`src/rtl/disp_pkg.sv`:
```
// disp_pkg: mode encoding, digit codes, segment patterns and digit count for the scan driver
//   NUM_DIGITS  : digits on the display
//   MODE_*      : values driven on the mode output
//   CODE_*      : non-numeric digit codes fed to seg7_decode
//   SEG_*       : active-low segment patterns, bit 0 = a .. bit 6 = g
//   pair_codes  : 0..99 to {tens, ones} codes, anything larger to two dashes
package disp_pkg;
  localparam int NUM_DIGITS = 6;
  localparam logic [1:0] MODE_TIME = 2'd0;
  localparam logic [1:0] MODE_DATE = 2'd1;
  localparam logic [1:0] MODE_TIMER = 2'd2;
  localparam logic [3:0] CODE_DASH = 4'd10;
  localparam logic [3:0] CODE_BLANK = 4'd11;
  localparam logic [6:0] SEG_DASH = 7'h3F;
  localparam logic [6:0] SEG_BLANK = 7'h7F;
  localparam logic [6:0] SEG_0 = 7'h40;
  localparam logic [6:0] SEG_1 = 7'h79;
  localparam logic [6:0] SEG_2 = 7'h24;
  localparam logic [6:0] SEG_3 = 7'h30;
  localparam logic [6:0] SEG_4 = 7'h19;
  localparam logic [6:0] SEG_5 = 7'h12;
  localparam logic [6:0] SEG_6 = 7'h02;
  localparam logic [6:0] SEG_7 = 7'h78;
  localparam logic [6:0] SEG_8 = 7'h00;
  localparam logic [6:0] SEG_9 = 7'h10;
  function automatic logic [7:0] pair_codes(input logic [7:0] v);
    return v > 8'd99 ? {CODE_DASH, CODE_DASH} : {4'(v / 8'd10), 4'(v % 8'd10)};
  endfunction
endpackage

```
`src/rtl/seg7_decode.sv`:
```
// seg7_decode: 4-bit digit code to active-low 7-segment pattern
//   code_i : 0-9 numeric, CODE_DASH, CODE_BLANK (other codes blank)
//   seg_o  : active-low segments, bit 0 = a .. bit 6 = g
module seg7_decode
  import disp_pkg::*;
(
  input  logic [3:0] code_i,
  output logic [6:0] seg_o
);
  always_comb begin
    case (code_i)
      4'd0: seg_o = SEG_0;
      4'd1: seg_o = SEG_1;
      4'd2: seg_o = SEG_2;
      4'd3: seg_o = SEG_3;
      4'd4: seg_o = SEG_4;
      4'd5: seg_o = SEG_5;
      4'd6: seg_o = SEG_6;
      4'd7: seg_o = SEG_7;
      4'd8: seg_o = SEG_8;
      4'd9: seg_o = SEG_9;
      CODE_DASH: seg_o = SEG_DASH;
      default: seg_o = SEG_BLANK;
    endcase
  end
endmodule

```
`src/rtl/display_scan_driver.sv`:
```
// display_scan_driver: multiplexed 6-digit 7-segment driver for time, date and timer
//   clk, reset         : clock, synchronous active-high reset
//   display_*/current_*: binary time and date, timer_* : timer stage
//   alarm_sound        : blink request, mode_btn : one-cycle mode advance pulse
//   an, seg, dp        : active-low digit enables, segments, decimal point
//   mode               : displayed mode (TIMER forced while timer_running)
module display_scan_driver
  import disp_pkg::*;
#(
  parameter int SCAN_DIV = 1000,
  parameter int BLINK_HALF = 8
) (
  input  logic        clk,
  input  logic        reset,
  input  logic [7:0]  display_hour,
  input  logic [7:0]  display_min,
  input  logic [7:0]  display_sec,
  input  logic [7:0]  current_day,
  input  logic [7:0]  current_month,
  input  logic [15:0] current_year,
  input  logic [7:0]  timer_min,
  input  logic [7:0]  timer_sec,
  input  logic        timer_running,
  input  logic        alarm_sound,
  input  logic        mode_btn,
  output logic [5:0]  an,
  output logic [6:0]  seg,
  output logic        dp,
  output logic [1:0]  mode
);
  localparam logic [15:0] PRE_MAX = 16'(SCAN_DIV - 1);
  localparam logic [7:0] BLINK_MAX = 8'(BLINK_HALF);
  localparam logic [2:0] LAST_DIGIT = 3'(NUM_DIGITS - 1);
  logic [15:0] presc_q, presc_d;
  logic [2:0] digit_q, digit_d;
  logic [1:0] mode_q, mode_d, smode_q, smode_d;
  logic [23:0] codes_q, codes_d, live_codes;
  logic blink_q, blink_d;
  logic [7:0] bcnt_q, bcnt_d;
  logic [5:0] an_q, an_d;
  logic [6:0] seg_q, seg_d;
  logic dp_q, dp_d;
  logic frame_start, wrap;
  logic [3:0] cur_code;
  logic [7:0] year_lo;
  assign frame_start = presc_q == '0 && digit_q == '0;
  assign wrap = presc_q == PRE_MAX;
  assign mode = timer_running ? MODE_TIMER : mode_q;
  assign year_lo = 8'(current_year % 16'd100);
  assign an = an_q;
  assign seg = seg_q;
  assign dp = dp_q;
  // Outputs are built from the next-state snapshot and blink phase so the
  // first digit of a frame already shows the newly captured values.
  always_comb begin
    presc_d = wrap ? '0 : presc_q + 16'd1;
    digit_d = !wrap ? digit_q : digit_q == LAST_DIGIT ? '0 : digit_q + 3'd1;
    mode_d = !mode_btn || timer_running ? mode_q : mode_q == MODE_TIMER ? MODE_TIME : mode_q + 2'd1;
    live_codes = mode == MODE_TIMER ? {CODE_BLANK, CODE_BLANK, pair_codes(timer_min), pair_codes(timer_sec)} :
                 mode == MODE_DATE ? {pair_codes(current_day), pair_codes(current_month), pair_codes(year_lo)} :
                 {pair_codes(display_hour), pair_codes(display_min), pair_codes(display_sec)};
    codes_d = frame_start ? live_codes : codes_q;
    smode_d = frame_start ? mode : smode_q;
    bcnt_d = !alarm_sound ? '0 : !frame_start ? bcnt_q : bcnt_q == BLINK_MAX ? 8'd1 : bcnt_q + 8'd1;
    blink_d = !alarm_sound ? 1'b1 : frame_start && bcnt_q == BLINK_MAX ? !blink_q : blink_q;
    cur_code = codes_d[{digit_q, 2'b00} +: 4];
    an_d = !blink_d || cur_code == CODE_BLANK ? 6'h3F : ~(6'd1 << digit_q);
    dp_d = !(digit_q == 3'd2 || (digit_q == 3'd4 && smode_d != MODE_TIMER));
  end
  seg7_decode u_dec (
    .code_i(cur_code),
    .seg_o (seg_d)
  );
  always_ff @(posedge clk) begin
    if (reset) begin
      presc_q <= '0;
      digit_q <= '0;
      mode_q <= MODE_TIME;
      smode_q <= MODE_TIME;
      codes_q <= '0;
      blink_q <= 1'b1;
      bcnt_q <= '0;
      an_q <= 6'h3F;
      seg_q <= 7'h7F;
      dp_q <= 1'b1;
    end else begin
      presc_q <= presc_d;
      digit_q <= digit_d;
      mode_q <= mode_d;
      smode_q <= smode_d;
      codes_q <= codes_d;
      blink_q <= blink_d;
      bcnt_q <= bcnt_d;
      an_q <= an_d;
      seg_q <= seg_d;
      dp_q <= dp_d;
    end
  end
endmodule
```
`config.mk`:
```
export PLATFORM = sky130hd
export DESIGN_NAME = display_scan_driver
export DESIGN_NICKNAME = d
export VERILOG_FILES = /design/src/rtl/disp_pkg.sv /design/src/rtl/seg7_decode.sv /design/src/rtl/display_scan_driver.sv
export SDC_FILE = /design/constraint.sdc
export NUM_CORES = 1
export LEC_CHECK = 0
export ABC_AREA = 1
export CAP_MARGIN = 25
export CELL_PAD_IN_SITES_DETAIL_PLACEMENT = 1
export CELL_PAD_IN_SITES_GLOBAL_PLACEMENT = 1
export CORE_MARGIN = 5
export CORE_UTILIZATION = 43
export CTS_BUF_LIST = sky130_fd_sc_hd__clkbuf_4
export DETAILED_ROUTE_END_ITERATION = 10
export PLACE_DENSITY = 0.88
export RECOVER_POWER = 25
export SETUP_SLACK_MARGIN = 0.05
export SKIP_CTS_REPAIR_TIMING = 1
export SLEW_MARGIN = 20
export SYNTH_ARGS = -nofsm -noshare
export SYNTH_HDL_FRONTEND = slang
export SYNTH_SLANG_ARGS = --single-unit
export TNS_END_PERCENT = 20
```
`constraint.sdc`:
```
create_clock -name clk -period 17.8 [get_ports clk]
set_clock_uncertainty 0.1 [all_clocks]
set_input_delay 4.45 -clock clk [delete_from_list [all_inputs] [get_ports clk]]
set_output_delay 4.45 -clock clk [all_outputs]
set_load 0.02 [all_outputs]
```
After elaboration in Yosys (flattened, before gate mapping)
Memory sizes are Yosys's and may differ from the RTL's. A register that Yosys moved wholly into a read port is not among the register bits.
Index checks and enable logic that the tools add are counted.
W data, S select, Z words.
{"block": "classes", "addsub": 4, "div": 17, "order_cmp": 8, "n_eq_ne": 10, "n_shift": 2, "muxes": 18, "bitwise": 2, "n_reduce_logical": 15}
{"cell": "$mux W24", "n": 3}
{"cell": "$mux W8", "n": 9}
{"cell": "$div A8 B4 Y8 const B", "n": 8}
{"cell": "$gt A8 B7 Y1 const B", "n": 8}
{"cell": "$mod A8 B4 Y8 const B", "n": 8}
{"cell": "$shiftx A24 B6 Y4", "n": 1}
{"cell": "$add A16 B1 Y16 const B", "n": 1}
{"cell": "$eq A16 B10 Y1 const B", "n": 1}
{"cell": "$logic_not A16 Y1", "n": 1}
{"cell": "$mod A16 B7 Y16 const B", "n": 1}
{"cell": "$add A8 B1 Y8 const B", "n": 1}
{"cell": "$eq A8 B4 Y1 const B", "n": 1}
{"cell": "$eq A3 B3 Y1 const B", "n": 2}
{"cell": "$mux W2", "n": 3}
{"cell": "$not A6 Y6", "n": 1}
{"cell": "$reduce_or A2 Y1", "n": 3}
{"cell": "$shl A1 B3 Y6 const A", "n": 1}
{"cell": "$eq A2 B2 Y1 const B", "n": 2}
{"cell": "$eq A4 B4 Y1 const B", "n": 1}
{"cell": "$logic_not A1 Y1", "n": 4}
{"cell": "$add A3 B1 Y3 const B", "n": 1}
{"cell": "$eq A3 B2 Y1 const B", "n": 1}
{"cell": "$logic_and A1 B1 Y1", "n": 3}
{"cell": "$logic_not A3 Y1", "n": 1}
{"cell": "7 further kinds", "n": 10}
{"block": "word_totals", "ff_bits": 63, "romBits": 112, "inputBits": 77, "output_inout_bits": 16, "wordCells": 86, "mem_count": 1}
{"name": "(name not given)", "words": 16, "width": 7, "read_ports": 1, "rd_clocked_by_memory_dff": 1, "wr": 0, "line_no": "seg7_decode.sv:11", "text": "case (code_i)"}

Logic depth before layout (Yosys ltp)
Gate-level depths: netlist (run 1).
{"block": "depth", "depth_word": 10, "mapped_depth": 77, "mapped_depth_nobuf": 77}

Hierarchy
From an unflattened synthesis (run 1), not the netlist that was laid out.
{"block": "hier_totals", "hier_cells": 1273, "area_unflattened_um2": 7470.9}
{"mod": "display_scan_driver", "instances": 1, "cells_per_inst": 1236, "area_each_um2": 7247.0, "seq_area_each_um2": 1401.3}
{"mod": "seg7_decode", "instances": 1, "cells_per_inst": 37, "area_each_um2": 224.0, "seq_area_each_um2": 0.0}

Worst setup path after synthesis (run 1)
Ideal clock, no wire load.
{"block": "synth_timing", "path_kind": "input -> register", "start": "input port current_year[15]", "end": "register seg_q[3], in the netlist seg[3]", "setup_time_ps": 134, "arrival_time_ps": 10139, "required_time_ps": 17566, "setup_slack_ps": 7428, "cell_stages": 68, "path_buffers": 0, "cell_sequence": "nand2_1 -> clkinv_1 -> nand3_2 -> nand3_2 -> nand2_1 -> nand2_1 -> nand2_1 -> nand2_2 -> inv_2 -> nand3_2 -> nand2_2 -> nand2_1 -> nand2_2 -> inv_2 -> o211ai_2 -> nand2_1 -> nor2_1 -> nand3_2 -> (+32 left out) -> nand2_1 -> nand2_2 -> inv_2 -> nand2_2 -> nand2_2 -> nand2_1 -> nand3_1 -> nand2_1 -> nand2_1 -> nand2_1 -> nand2_1 -> nand2_1 -> nand2_1 -> inv_1 -> ha_1 -> or2_1 -> nand3_1 -> nand3_1"}
{"block": "synth_between", "elab_chain_cells": 7, "elab_cells_between_ends": 9, "cone_classes": "div: 3; order compare: 1; shift: 1; mux: 4"}
{"item": "start: declaration", "line_no": "display_scan_driver.sv:20", "text": "input logic [15:0] current_year,"}
{"item": "$mod A16 B7 Y16 (*)", "line_no": "display_scan_driver.sv:49", "text": "assign year_lo = 8'(current_year % 16'd100);"}
{"item": "$mod A8 B4 Y8, or another cell as far along", "line_no": "disp_pkg.sv:27", "text": "return v > 8'd99 ? {CODE_DASH, CODE_DASH} : {4'(v / 8'd10), 4'(v % 8'd10)};"}
{"item": "$mux W8 (*)", "line_no": "disp_pkg.sv:27"}
{"item": "$mux W24 (*)", "line_no": "display_scan_driver.sv:60", "text": "mode == MODE_DATE ? {pair_codes(current_day), pair_codes(current_month), pair_codes(year_lo)} :"}
{"item": "$mux W24 (*)", "line_no": "display_scan_driver.sv:59", "text": "live_codes = mode == MODE_TIMER ? {CODE_BLANK, CODE_BLANK, pair_codes(timer_min), pair_codes(timer_sec)} :"}
{"item": "$mux W24 (*)", "line_no": "display_scan_driver.sv:62", "text": "codes_d = frame_start ? live_codes : codes_q;"}
{"item": "$shiftx A24 B6 Y4 (*)", "line_no": "display_scan_driver.sv:66", "text": "cur_code = codes_d[{digit_q, 2'b00} +: 4];"}
{"item": "end: declaration", "line_no": "display_scan_driver.sv:41", "text": "logic [6:0] seg_q, seg_d;"}
Mark *: on every way between the ends. The rest lies on a longest branch, timed or not.
A chain may end at the register's enable or synchronous reset.

Worst setup path after layout (run 1)
{"block": "layout_timing", "start": "input port current_year[14]", "end": "register seg_q[5], in the netlist seg[5]"}
The elaborated chain is that of the path after synthesis.

==> out/qor.yml, run 1 <==
synthesis:
  synth_ff_type: "dfxtp_1"
  seq_area_frac_synth: 0.192
  synth_cell_type_count: 55
  netlist.area_leader.share: 0.192
  synth.most_common_cell: "nand2_1"
  syn_area_per_cell_um2: 5.85
  ys_warn_count: 0
  syn_nets: 1344
  synth_edf_count: 0
  netlist_area_mm2: 0.00731
  yosysTopAreaCell: "dfxtp_1"
  synth_common_cells: "285 x nand2_1, 194 x inv_1, 141 x nor2_1"
  syn_inst: 1250
  postSynthRegisterBits: 70
  synth.area.top_cells: "dfxtp_1 19%, nand2_1 15%, inv_1 10%"
  synthArstFlopShare: 0
placed_design:
  globalplace.congestion: 0.838
  dp_hpwl_mm: 18.5
  pre_cts_slack_ns: 5.76
  port_buffers: 92
routing:
  drt_iter0_markers: 264
  routed_via_density: 5.27
  drt_wl_total_mm: 22.2
  dr.pass1.iters: 5
  drc: 0
  avgRoutedWirePerCell_um: 14.1
  via_count: 8279
  antenna_left: 0
setup_path:
  cp-start-kind: "primary input"
  slowest_delay_ns: 0.55
  crit_fanout: 7
  critPathArrivalTime_ns: 11.84
  crit_required_ns: 18.00
  end_kind: "register"
  crit_top_cell: "nand2_2"
  crit_slowest_cell: "clkdlybuf4s50_1"
  crit_type: "in -> reg"
timing:
  tightest_slew_ns: 1.02
  fmax_mhz: 85.9
  finalCritPeriodShare: 0.654
  tns_ns: 0
  rsz0062_at_grt: "no"
  hold_viol: 0
  drv_slew: 0
  fin_ws_ns: 6.16
  setup_viol: 0
  hold_ws_ns: 0.370
  maxSlewHeadroom: 0.311
  min_period_ns: 11.64
global_routing:
  first_global_vias: 8347
  grt_use_met2: 0.401
  grt_first_pass_wirelength_mm: 38.0
  grt_max_degree: 20
  grt-ovfl-total: 0
  grt_use_met1: 0.285
  gr-usage-met3: 0.0358
  top_usage_layer: "met2"
  globalRouteTotalUtil: 0.225
  antenna_found_initial: 0
floorplanning:
  core_mm2: 0.0166
  start_util: 0.439
  rows: 47
  die_x_um: 140
  ios: 93
  die_h_um: 140
  dieArea_mm2: 0.0197
clocking:
  cts-root-buf: "clkbuf_4"
  path_clk_slew_ns: 0.12
  numClockSinks: 70
  clockBufferDepth: 2
  cts_buffers: 9
  htree_levels: 3
  cts_tree: "done"
  clkLatencyLatePin_ns: 0.44
finish:
  antenna_cells: 0
  drive_gt1_frac: 0.101
  fin_nets: 1441
  syn_to_final_growth_pct: 18.7
job:
  max-cap-violations: 0
worst_hold_path:
  min_path_type: "reg -> reg"
status:
  status: "complete, no violations"
==> final cells by class <==
| class | count | area (um2) |
|---|---|---|
| clock buffers | 9 | 67.6 |
| clock inverters | 6 | 111 |
| fillers | 2397 | 7970 |
| inverters | 217 | 815 |
| multi-input cells | 954 | 5060 |
| flip-flops and latches | 70 | 1400 |
| well taps | 220 | 275 |
| repair buffers | 95 | 947 |
==> state kept, by name, indices dropped and copies added (netlist names) <==
signal   flops
dp           1
bcnt_q       8
seg          7
an           6
presc_q     16
mode_q       2
smode_q      2
digit_q      3
codes_q     24
blink_q      1
==> critical path, delay by kind of cell <==
| kind | cells | cell delay, ns |
|---|---|---|
| adder cells (fa/ha/maj) | 1 | 0.28 |
| AO/OA/AOI/OAI | 6 | 1.06 |
| AND/OR/NAND/NOR | 50 | 5.19 |
| buffers and inverters | 4 | 0.83 |
==> through the flow <==
step | util | std cells | instance area (um2)
6_report | 0.521 | 1571 | 8670
5_1_grt | 0.521 | 1571 | 8670
4_1_cts | 0.521 | 1571 | 8670
3_5_place_dp | 0.510 | 1556 | 8500
3_3_place_gp | 0.510 | 1555 | 8480
2_1_floorplan | - | 1250 | 7310
==> cells by family (layout without fill, tap and decap cells) <==
group	after synthesis	after routing	synth area share
compound gates	239	239	0.188
buf+inv	226	327	0.116
fa+ha+maj	17	17	0.0291
simple gates	655	655	0.423
flops	70	70	0.192
xor+xnor	43	43	0.0515
==> layer usage <==
layer / wire length, um / vias to the layer above
met5: 0 / -
met4: 333 / 0
met3: 903 / 31
met2: 10600 / 140
met1: 10300 / 3860
li1: - / 4248
==> placed cells by master (no fill, tap or decap), types with 4 or more instances in the layout <==
cell | Yosys | final
nor2_1 | 141 | 141
a22oi_1 | 4 | 4
clkbuf_4 | 0 | 9
nand2_4 | 11 | 11
a21oi_2 | 5 | 5
o21bai_1 | 4 | 4
dlygate4sd3_1 | 0 | 11
xor2_1 | 39 | 39
a31oi_1 | 4 | 4
inv_1 | 194 | 194
o21ai_1 | 13 | 13
nand4_2 | 6 | 6
a21oi_1 | 76 | 76
nand3_1 | 84 | 84
or2_2 | 8 | 8
xnor2_1 | 4 | 4
inv_2 | 20 | 20
clkdlybuf4s50_1 | 0 | 81
nor4_1 | 8 | 8
dfxtp_1 | 70 | 70
nand2_1 | 285 | 285
ha_1 | 17 | 17
nor2_4 | 5 | 5
nand3_2 | 13 | 13
o22ai_1 | 12 | 12
nand4_1 | 17 | 17
o21ai_0 | 89 | 89
nand2_2 | 43 | 43
nor3_1 | 19 | 19
==> worst paths after layout <==
path	slack [ns]	endpoint	startpoint	cells past startpoint
worst min register to register	0.37	presc_q[0]	presc_q[0]	1
worst min-delay path	0.37	presc_q[0]	presc_q[0]	1
worst max-delay path	6.16	seg[5]	current_year[14]	61
worst max register to register	13.25	seg[5]	digit_q[1]	19
Power of run 1 is not shown: default switching activity piles up to over one toggle a cycle in this logic, so the estimate is an artifact.
==> inputs of run 2 (changes only) <==
- CORE_UTILIZATION: 43 -> 36
- PLACE_DENSITY: 0.88 -> 0.78
- clock period: 17.8 -> 9.5 ns (I/O delays scaled with it)
==> run 2 against run 1 <==
Via count up 1.6%; flip-flop and latch count unchanged; critical path depth up 8; register-to-register slack worse by 7.9 ns; count of clock-buffer cells in the layout up 2; routed wire length up 5.9%; first-iteration DRC count up 13%; sequential share of layout area down 1.2 points; critical endpoint is now seg[3]; largest cell class unchanged; highest routed layer is now met5.
==> out/qor.yml, run 2 (same netlist as run 1, synthesis figures left out) <==
floorplanning:
  ios: 93  # unchanged
  dieArea_mm2: 0.0233  # +18%
  start_util: 0.364  # -0.0756
  core_mm2: 0.0201  # +21%
  rows: 52  # +11%
  die_x_um: 152  # +8.6%
  die_h_um: 152  # +8.6%
finish:
  multi_input_area_mm2: 0.00550  # +8.8%
  seq_area_mm2: 0.00140  # unchanged
  largest_registers: "codes_q: 24 flops, presc_q: 16 flops, bcnt_q: 8 flops"
  fin_nets: 1467  # +1.8%
  fill_cells: 2736  # +14%
  final_cell_mix: "254 x nand2_1, 191 x inv_1, 138 x nor2_1"
  syn_to_final_growth_pct: 28.2
  regMostFlops: "codes_q"
  layout.cells.most_common: "nand2_1"
  drive_gt1_frac: 0.160  # +0.0590
  largest_reg_flops: 24  # unchanged
routing:
  avgRoutedWirePerCell_um: 14.2  # +0.89%
  wl_met1_mm: 10.3  # -0.44%
  via_count: 8414  # +1.6%
  drt_iter0_markers: 297  # +13%
  drt_wl_total_mm: 23.5  # +5.9%
  top_layer: "met5"
  drc: 0  # unchanged
  dr.pass1.iters: 4  # -1
  routed_via_density: 5.10  # -3.2%
  wl_met3_um: 844  # -6.5%
  wl_met2_mm: 12.0  # +14%
  antenna_left: 0  # unchanged
global_routing:
  grt_first_pass_wirelength_mm: 37.5  # -1.3%
  globalRouteTotalUtil: 0.185  # -0.0395
  grt_max_degree: 31  # +55%
  first_global_vias: 8321  # -0.31%
  antenna_found_initial: 2  # +2
  grt-ovfl-total: 0  # unchanged
clocking:
  path_clk_slew_ns: 0.10  # -0.02 ns
  numClockSinks: 70  # unchanged
  cts_buffers: 9  # unchanged
  clockBufferDepth: 2  # unchanged
  htree_levels: 3  # unchanged
  cts_tree: "done"
  clkLatencyLatePin_ns: 0.42  # -0.02 ns
  cts-root-buf: "clkbuf_4"
timing:
  tns_ns: 0  # unchanged
  drv_slew: 0  # unchanged
  fmax_mhz: 109
  min_period_ns: 9.15
  fin_ws_ns: 0.349  # -5.81 ns
  hold_viol: 0  # unchanged
  setup_viol: 0  # unchanged
  finalCritPeriodShare: 0.963
  maxSlewHeadroom: 0.0529  # -0.258
  tightest_slew_ns: 1.42  # +0.404 ns
setup_path:
  critPathArrivalTime_ns: 9.33  # -2.51 ns
  crit_fanout: 7  # unchanged
  crit_required_ns: 9.68  # -8.32 ns
  cp_num_cells: 69  # +13%
  crit_slowest_cell: "clkdlybuf4s50_1"
  timing.critical_path.buf_inv: 8  # +4
  cp-start-kind: "primary input"
  slowest_delay_ns: 0.43  # -0.12 ns
  end_kind: "register"
  crit_type: "in -> reg"
  cpLargestDelayFamily: "simple AND/OR/NAND/NOR gates"
  rr_worst_depth: 13  # -6
  crit_top_cell: "nand2_2"
placed_design:
  port_buffers: 92  # unchanged
  globalplace.congestion: 0.861  # +2.7%
  pre_cts_slack_ns: -0.310  # -6.07 ns
  dp_hpwl_mm: 18.8  # +2.0%
worst_hold_path:
  min_path_type: "reg -> reg"
  min_path_cells: 1  # unchanged
status:
  status: "complete, no violations"
job:
  max-cap-violations: 0  # unchanged
run 2: cell type report:
cell class | instances | area share
multi-input cells | 954 | 0.587
repair buffers | 121 | 0.123
clock buffers | 11 | 0.00882
flip-flops and latches | 70 | 0.150
diodes | 1 | 0.000267
well taps | 270 | 0.0361
clock inverters | 5 | 0.00788
inverters | 217 | 0.0875
run 2: path summary, 6_finish.rpt:
kind	slack [ns]	to	startpoint
setup / recovery	0.35	seg[3]	current_year[10]
setup reg to reg	5.31	seg[6]	presc_q[12]
hold reg to reg	0.36	presc_q[0]	presc_q[0]
hold / removal	0.36	presc_q[0]	presc_q[0]
run 2: layer usage:
metal  up-vias  GRT usage
met1      3961      0.227
met3        28     0.0290
met4         2     0.0331
met5         -          0
met2       110      0.346
li1       4313          -
run 2: stage by stage:
stage                     area (um2)  utilization  cells  hold WS [ns]
after floorplan                 7310            -   1250         0.317
after global placement          8610        0.428   1614         0.330
after detailed placement        8610        0.428   1614         0.340
after CTS                       8770        0.436   1630         0.363
after global routing            9370        0.466   1649         0.380
final                           9370        0.466   1649         0.356
run 2: worst register-to-register path, cell delays in order, from the launching register on:
cell	delay [ns]
dfxtp_1	0.36
nor4_1	0.74
nand3_1	0.84
inv_1	0.46
nand2_1	0.17
o22ai_1	0.20
a21oi_1	0.10
nand2_1	0.08
o221ai_1	0.14
a21oi_2	0.24
nand2_4	0.08
ha_1	0.25
o21ai_0	0.21
nand3_1	0.09
Power of run 2 is left out for the same reason.
